==> src/rtl/decode_pkg.sv <==
// Shared decode definitions: opcodes, ALU funct codes, instruction field
// positions and the decoded bundle handed to the ALU.
package decode_pkg;

  localparam int OPC_W   = 6;
  localparam int FUNCT_W = 6;
  localparam int IMM_W   = 16;
  localparam int RIDX_W  = 5;
  localparam int XLEN    = 32;

  localparam logic [OPC_W-1:0] OP_RTYPE = 6'd0;
  localparam logic [OPC_W-1:0] OP_ADDI  = 6'd1;
  localparam logic [OPC_W-1:0] OP_SUBI  = 6'd2;
  localparam logic [OPC_W-1:0] OP_ANDI  = 6'd3;
  localparam logic [OPC_W-1:0] OP_ORI   = 6'd4;
  localparam logic [OPC_W-1:0] OP_SLLI  = 6'd5;
  localparam logic [OPC_W-1:0] OP_SRLI  = 6'd6;

  localparam logic [FUNCT_W-1:0] FN_ADD = 6'd0;
  localparam logic [FUNCT_W-1:0] FN_SUB = 6'd1;
  localparam logic [FUNCT_W-1:0] FN_AND = 6'd2;
  localparam logic [FUNCT_W-1:0] FN_OR  = 6'd3;
  localparam logic [FUNCT_W-1:0] FN_XOR = 6'd4;
  localparam logic [FUNCT_W-1:0] FN_NOR = 6'd5;
  localparam logic [FUNCT_W-1:0] FN_SLT = 6'd6;
  localparam logic [FUNCT_W-1:0] FN_SLL = 6'd7;
  localparam logic [FUNCT_W-1:0] FN_SRL = 6'd8;

  localparam int OPC_HI   = 31;
  localparam int OPC_LO   = 26;
  localparam int RS_HI    = 25;
  localparam int RS_LO    = 21;
  localparam int RT_HI    = 20;
  localparam int RT_LO    = 16;
  localparam int RD_HI    = 15;
  localparam int RD_LO    = 11;
  localparam int FUNCT_HI = 5;
  localparam int FUNCT_LO = 0;
  localparam int IMM_HI   = 15;
  localparam int IMM_LO   = 0;

  typedef struct packed {
    logic [OPC_W-1:0]   opcode;
    logic [XLEN-1:0]    a;
    logic [XLEN-1:0]    b;
    logic [IMM_W-1:0]   imm;
    logic [FUNCT_W-1:0] funct;
    logic [RIDX_W-1:0]  dest;
    logic               dest_we;
  } bundle_t;

  function automatic logic op_legal(input logic [OPC_W-1:0] op);
    return op <= OP_SRLI;
  endfunction

endpackage

==> src/rtl/decode_stage_regfile.sv <==
// Two-read, one-write register file with hardwired zero register and
// write-through bypass so a same-cycle writeback is visible to readers.
module regfile_2r1w #(
  parameter int NREG = 32,
  parameter int DW   = 32,
  parameter int AW   = $clog2(NREG)
) (
  input  logic          clk,
  input  logic          rst,
  input  logic          wb_en,
  input  logic [AW-1:0] wb_addr,
  input  logic [DW-1:0] wb_data,
  input  logic [AW-1:0] ra0,
  input  logic [AW-1:0] ra1,
  output logic [DW-1:0] rd0,
  output logic [DW-1:0] rd1
);

  logic [DW-1:0] mem [NREG];

  always_ff @(posedge clk or posedge rst) begin
    if (rst) begin
      for (int i = 0; i < NREG; i++) mem[i] <= '0;
    end else if (wb_en && wb_addr != '0) begin
      mem[wb_addr] <= wb_data;
    end
  end

  always_comb begin
    rd0 = '0;
    rd1 = '0;
    if (ra0 != '0) rd0 = (wb_en && wb_addr == ra0) ? wb_data : mem[ra0];
    if (ra1 != '0) rd1 = (wb_en && wb_addr == ra1) ? wb_data : mem[ra1];
  end

endmodule

==> src/rtl/decode_stage.sv <==
// Decode / operand-fetch stage: splits instructions, reads operands, tracks
// in-flight destinations in a busy scoreboard and feeds a one-entry ALU slot.
module decode_stage
  import decode_pkg::*;
#(
  parameter int NREG   = 32,
  parameter int DW     = 32,
  parameter int SCNT_W = 16
) (
  input  logic              clk,
  input  logic              rst,
  input  logic              in_valid,
  output logic              in_ready,
  input  logic [31:0]       instr,
  input  logic              wb_en,
  input  logic [$clog2(NREG)-1:0] wb_addr,
  input  logic [DW-1:0]     wb_data,
  output logic              out_valid,
  input  logic              out_ready,
  output logic [5:0]        opcode,
  output logic [DW-1:0]     a,
  output logic [DW-1:0]     b,
  output logic [15:0]       imm,
  output logic [5:0]        funct,
  output logic [$clog2(NREG)-1:0] dest,
  output logic              dest_we,
  output logic              illegal_op,
  output logic [SCNT_W-1:0] stall_cnt
);

  localparam int AW = $clog2(NREG);

  function automatic logic [SCNT_W-1:0] sat_inc(input logic [SCNT_W-1:0] v);
    return (&v) ? v : v + 1'b1;
  endfunction

  logic [OPC_W-1:0] op_p0;
  logic [AW-1:0]    rs_p0, rt_p0, rd_p0;
  logic             legal_p0, uses_rt_p0;
  logic [DW-1:0]    rs_val_p0, rt_val_p0;
  logic             rs_wait_p0, rt_wait_p0, hazard_p0, accept_p0;
  bundle_t          bnd_p0;
  logic [NREG-1:0]  busy_q, busy_d;

  bundle_t          bundle_p1;
  logic             vld_p1, ill_p1;
  logic [SCNT_W-1:0] scnt_p1;

  // Stage p0: field split, operand read, hazard check
  assign op_p0      = instr[OPC_HI:OPC_LO];
  assign rs_p0      = instr[RS_HI:RS_LO];
  assign rt_p0      = instr[RT_HI:RT_LO];
  assign rd_p0      = instr[RD_HI:RD_LO];
  assign legal_p0   = op_legal(op_p0);
  assign uses_rt_p0 = (op_p0 == OP_RTYPE);

  regfile_2r1w #(.NREG(NREG), .DW(DW), .AW(AW)) u_rf (
    .clk     (clk),
    .rst     (rst),
    .wb_en   (wb_en),
    .wb_addr (wb_addr),
    .wb_data (wb_data),
    .ra0     (rs_p0),
    .ra1     (rt_p0),
    .rd0     (rs_val_p0),
    .rd1     (rt_val_p0)
  );

  // A writeback landing this cycle resolves the dependency through the bypass.
  assign rs_wait_p0 = (rs_p0 != '0) && busy_q[rs_p0] && !(wb_en && wb_addr == rs_p0);
  assign rt_wait_p0 = uses_rt_p0 && (rt_p0 != '0) && busy_q[rt_p0]
                      && !(wb_en && wb_addr == rt_p0);
  // Kept independent of in_valid so in_ready never combinationally follows it.
  assign hazard_p0  = legal_p0 && (rs_wait_p0 || rt_wait_p0);

  assign in_ready  = !rst && (!vld_p1 || out_ready) && !hazard_p0;
  assign accept_p0 = in_valid && in_ready;

  always_comb begin
    bnd_p0.opcode  = op_p0;
    bnd_p0.a       = rs_val_p0;
    bnd_p0.b       = uses_rt_p0 ? rt_val_p0 : '0;
    bnd_p0.imm     = instr[IMM_HI:IMM_LO];
    bnd_p0.funct   = instr[FUNCT_HI:FUNCT_LO];
    bnd_p0.dest    = uses_rt_p0 ? rd_p0 : rt_p0;
    bnd_p0.dest_we = legal_p0 && (bnd_p0.dest != '0);
  end

  // Set after clear so a new claim on a register wins over its retiring write.
  always_comb begin
    busy_d = busy_q;
    if (wb_en && wb_addr != '0) busy_d[wb_addr] = 1'b0;
    if (accept_p0 && bnd_p0.dest_we) busy_d[bnd_p0.dest] = 1'b1;
  end

  always_ff @(posedge clk or posedge rst) begin
    if (rst) busy_q <= '0;
    else     busy_q <= busy_d;
  end

  // Stage p1: registered ALU slot
  always_ff @(posedge clk or posedge rst) begin
    if (rst) begin
      vld_p1    <= 1'b0;
      ill_p1    <= 1'b0;
      scnt_p1   <= '0;
      bundle_p1 <= '0;
    end else begin
      ill_p1 <= accept_p0 && !legal_p0;
      if (in_valid && hazard_p0) scnt_p1 <= sat_inc(scnt_p1);
      if (accept_p0 && legal_p0) begin
        vld_p1    <= 1'b1;
        bundle_p1 <= bnd_p0;
      end else if (out_ready) begin
        vld_p1 <= 1'b0;
      end
    end
  end

  assign out_valid  = vld_p1;
  assign opcode     = bundle_p1.opcode;
  assign a          = bundle_p1.a;
  assign b          = bundle_p1.b;
  assign imm        = bundle_p1.imm;
  assign funct      = bundle_p1.funct;
  assign dest       = bundle_p1.dest;
  assign dest_we    = bundle_p1.dest_we;
  assign illegal_op = ill_p1;
  assign stall_cnt  = scnt_p1;

endmodule

==> config.mk <==
export PLATFORM = sky130hd
export DESIGN_NAME = decode_stage
export DESIGN_NICKNAME = d
export VERILOG_FILES = /design/src/rtl/decode_pkg.sv /design/src/rtl/decode_stage_regfile.sv /design/src/rtl/decode_stage.sv
export SDC_FILE = /design/constraint.sdc
export NUM_CORES = 2
export LEC_CHECK = 0
export ABC_AREA = 1
export CAP_MARGIN = 0
export CORE_ASPECT_RATIO = 1.5
export CORE_MARGIN = 2
export CORE_UTILIZATION = 50
export CTS_CLUSTER_DIAMETER = 120
export DETAILED_ROUTE_END_ITERATION = 16
export PLACE_DENSITY = 0.71
export SYNTH_ARGS = -nofsm -noshare
export SYNTH_HDL_FRONTEND = slang
export SYNTH_SLANG_ARGS = --single-unit
==> constraint.sdc <==
create_clock -name clk -period 54.2 [get_ports clk]
set_clock_uncertainty 0.1 [all_clocks]
set_input_delay 16.26 -clock clk [delete_from_list [all_inputs] [get_ports clk]]
set_output_delay 16.26 -clock clk [all_outputs]
set_load 0.02 [all_outputs]
==> flow_summary.yaml <==
sta:
  period_share: 0.678
  fin_ws_ns: 17.47
  setup_viol: 0
  worst_slew_pin_slew_ns: 1.30
  max_slew_margin: 0.134
  slew_viol_final: 0
  fmax_ghz: 0.0272
  whs_ns: 0.284
  fin_crit_ns: 36.73
  hold_viol_final: 0
  tns_ns: 0
  rsz0062_at_grt: "false"
grt:
  grt_overflow: 0
  grt_use_total: 0.360
  grt_pass1_wl_um: 353000
  antenna_found_initial: 13
  grt_max_degree: 262
  grt_pass1_vias: 57900
yosys:
  synth-xor-area-share: 0.00153
  synth_fa_ha_area_frac: 0.000199
  synth-seq-cells: 1166
  synth_nets: 8602
  synthMuxAreaShare: 0
  synth_ff_type: "dfrtp_1"
  synth_area_leaders: "dfrtp_1 46%, o21ai_0 15%, nand2_1 9.1%"
  avgSynthCellArea_um2: 7.37
  async_flop_share: 1.00
  synth_compound_area_frac: 0.264
  synth_top_family_by_area: "compound AO/OA/AOI/OAI gates"
  yosysTopAreaCell: "dfrtp_1"
  seq_area_frac_synth: 0.464
  ys_warn_count: 0
  synth-edff-count: 0
  synth.distinct_cells: 40
  syn_area_um2: 62900
  yosysTopAreaCellShare: 0.464
  synth-simple-area-share: 0.173
  netlist_instances: 8527
setup_path:
  path_delay_family: "buffers and inverters"
  critPathArrivalTime_ns: 20.37
  r2r-start: "busy_q[4]"
  crit_chain: "buf_8 -> buf_12 -> buf_4 -> nand2_1 -> o211ai_1 -> nand3_1 -> nand3_1 -> nand3_1 -> nand3_1 -> nand2_2 -> a21boi_0 -> clkdlybuf4s50_1"
  end_kind: "primary output"
  crit_buf_inv: 4
  r2r_slack_ns: 51.33
  worstSetupPathType: "in -> out"
  cpMostUsedCell: "nand3_1"
  reg2regPathDepth: 10
  cp-start-kind: "primary input"
  crit_slowest_cell: "buf_4"
  cp_data_required_time_ns: 37.84
  crit_fanout: 261
  cp.depth: 12
  max_stage_delay_ns: 0.84
  r2r_end: "busy_q[24]"
route:
  routed_wl_um: 236000
  first_iter_violations: 8911
  drc: 0
  avgViaCountPerCell: 6.29
  wl_per_cell_um: 24.0
  antenna_left: 0
  dr_total_vias: 61800
  drtPass1Iterations: 8
placement:
  io_buffer_count: 190
  place_ws_ns: 17.66
  place_area_um2: 64400
  hpwlAfterDp_um: 127000
  gp_congestion: 0.899
power:
  switching_share: 0.323
  power_mw: 2.54
  p_leak_nw: 29.5
  powerDensity_nw_per_um2: 37.2
  vdd.ir_drop.worst_mv: 0.0251
  p_clk_frac: 0.330
  p_int_mw: 1.72
  p_seq_frac: 0.457
  comb_power_share: 0.214
  p_switching_uw: 820
clock_tree:
  cts_sinks: 1166
  cts_resized: 0
  ctsRootBufferMaster: "clkbuf_16"
  cts_buffer_depth: 3
  path_clk_slew_ns: 0.07
  clk_latency_ns: 0.76
  htreeDepth: 3
  cts_tree: "built"
  numCtsBuffers: 110
  postCtsSetupBuffers: 0
  hold_buffers: 0
outcome:
  status: "complete, no violations"
floorplan:
  die_area_um2: 129000
  num_rows: 159
  fp.dieH_um: 438
  io_pins: 191
  design.core.area_um2: 125000
  initial_core_util: 0.503
  die_width_um: 294
layout:
  area_growth_pct: 8.52
  layout_common_cells: "1868 x o21ai_0, 1522 x nand2_1, 1166 x dfrtp_1"
  stdcell_area_um2: 68200
  drive_above_1_share: 0.0461
  final_common_cell: "o21ai_0"
  layout.nets: 8181
min_path:
  min_from: "busy_q[0]"
  whs_path_depth: 0
  hold_path_end: "busy_q[0]"
  hold_class: "reg -> reg"
job:
  max_cap_violations: 0
synth_stat cells, types with 2 or more instances:
| library cell | instances |
|---|---|
| a21oi_1 | 865 |
| a31oi_1 | 2 |
| buf_1 | 110 |
| buf_2 | 173 |
| buf_4 | 29 |
| buf_6 | 14 |
| clkbuf_1 | 502 |
| clkinv_1 | 7 |
| dfrtp_1 | 1166 |
| inv_1 | 659 |
| inv_2 | 14 |
| inv_4 | 2 |
| nand2_1 | 1523 |
| nand3_1 | 473 |
| nand3_2 | 2 |
| nand4_1 | 63 |
| nor2_1 | 593 |
| nor3_1 | 12 |
| nor4_1 | 5 |
| o2111ai_1 | 12 |
| o211ai_1 | 203 |
| o21ai_0 | 1868 |
| o21ai_1 | 83 |
| o21ai_2 | 9 |
| o21bai_1 | 31 |
| o22ai_1 | 84 |
| xnor2_1 | 2 |
| xor2_1 | 9 |
worst max path at each step:
stage | from | end | slack, ns
CTS | instr[21] | in_ready | 17.66
global route | instr[21] | in_ready | 17.29
floorplan | rst | a[0] | 5.00
global placement | instr[21] | in_ready | 17.64
finish | instr[21] | in_ready | 17.47
detailed placement | instr[21] | in_ready | 17.66
per-stage QoR:
stage | util | std cells
global placement | 0.515 | 9604
CTS | 0.546 | 9812
global route | 0.546 | 9815
detailed placement | 0.515 | 9604
finish | 0.546 | 9820
floorplan | - | 8527
flip-flops by register name, summed over array words and instances (netlist names), 5 cells and up:
name	cells
u_rf.mem	1024
busy_q	32
b	32
dest	5
opcode	6
a	32
stall_cnt	16
imm	16
routing by layer:
layer	GRT usage	part of all wire	vias to the layer above
met1	0.463	0.37	29200
li1	-	-	27600
met2	0.557	0.44	4071
met3	0.0842	0.13	874
met4	0.205	0.062	8
met5	0	0.00019	-
layout make-up:
| type | count | area, um^2 |
|---|---|---|
| fillers | 11600 | 56700 |
| clock inverters | 50 | 552 |
| clock buffers | 158 | 3320 |
| inverters | 683 | 2600 |
| repair buffers | 295 | 2770 |
| diodes | 8 | 20.0 |
| flip-flops and latches | 1166 | 29200 |
| multi-input cells | 5850 | 27800 |
| well taps | 1610 | 2010 |
power groups by stage:
stage / Combinational [mW] / Sequential [mW] / Clock, mW
6_report: 0.542 / 1.16 / 0.837
2_1_floorplan: 0.370 / 1.16 / 0
3_5_place_dp: 0.530 / 1.17 / 0
4_1_cts: 0.534 / 1.15 / 0.841
3_3_place_gp: 0.515 / 1.16 / 0
5_1_grt: 0.609 / 1.18 / 0.875
worst reg2reg max path, delay by kind of cell (launching register included):
kind	cells	cell delay [ns]
compound gates	1	0.49
flops	1	0.41
simple gates	9	1.78
cells by family (layout without fill, tap and decap cells):
family / Yosys count / in the layout
simple gates: 2678 / 2678
buf+inv: 1511 / 1186
fa+ha+maj: 1 / 1
xor+xnor: 11 / 11
other cells: 0 / 8
flops: 1166 / 1166
compound gates: 3160 / 3160
Power figures use the tool's default switching activity.
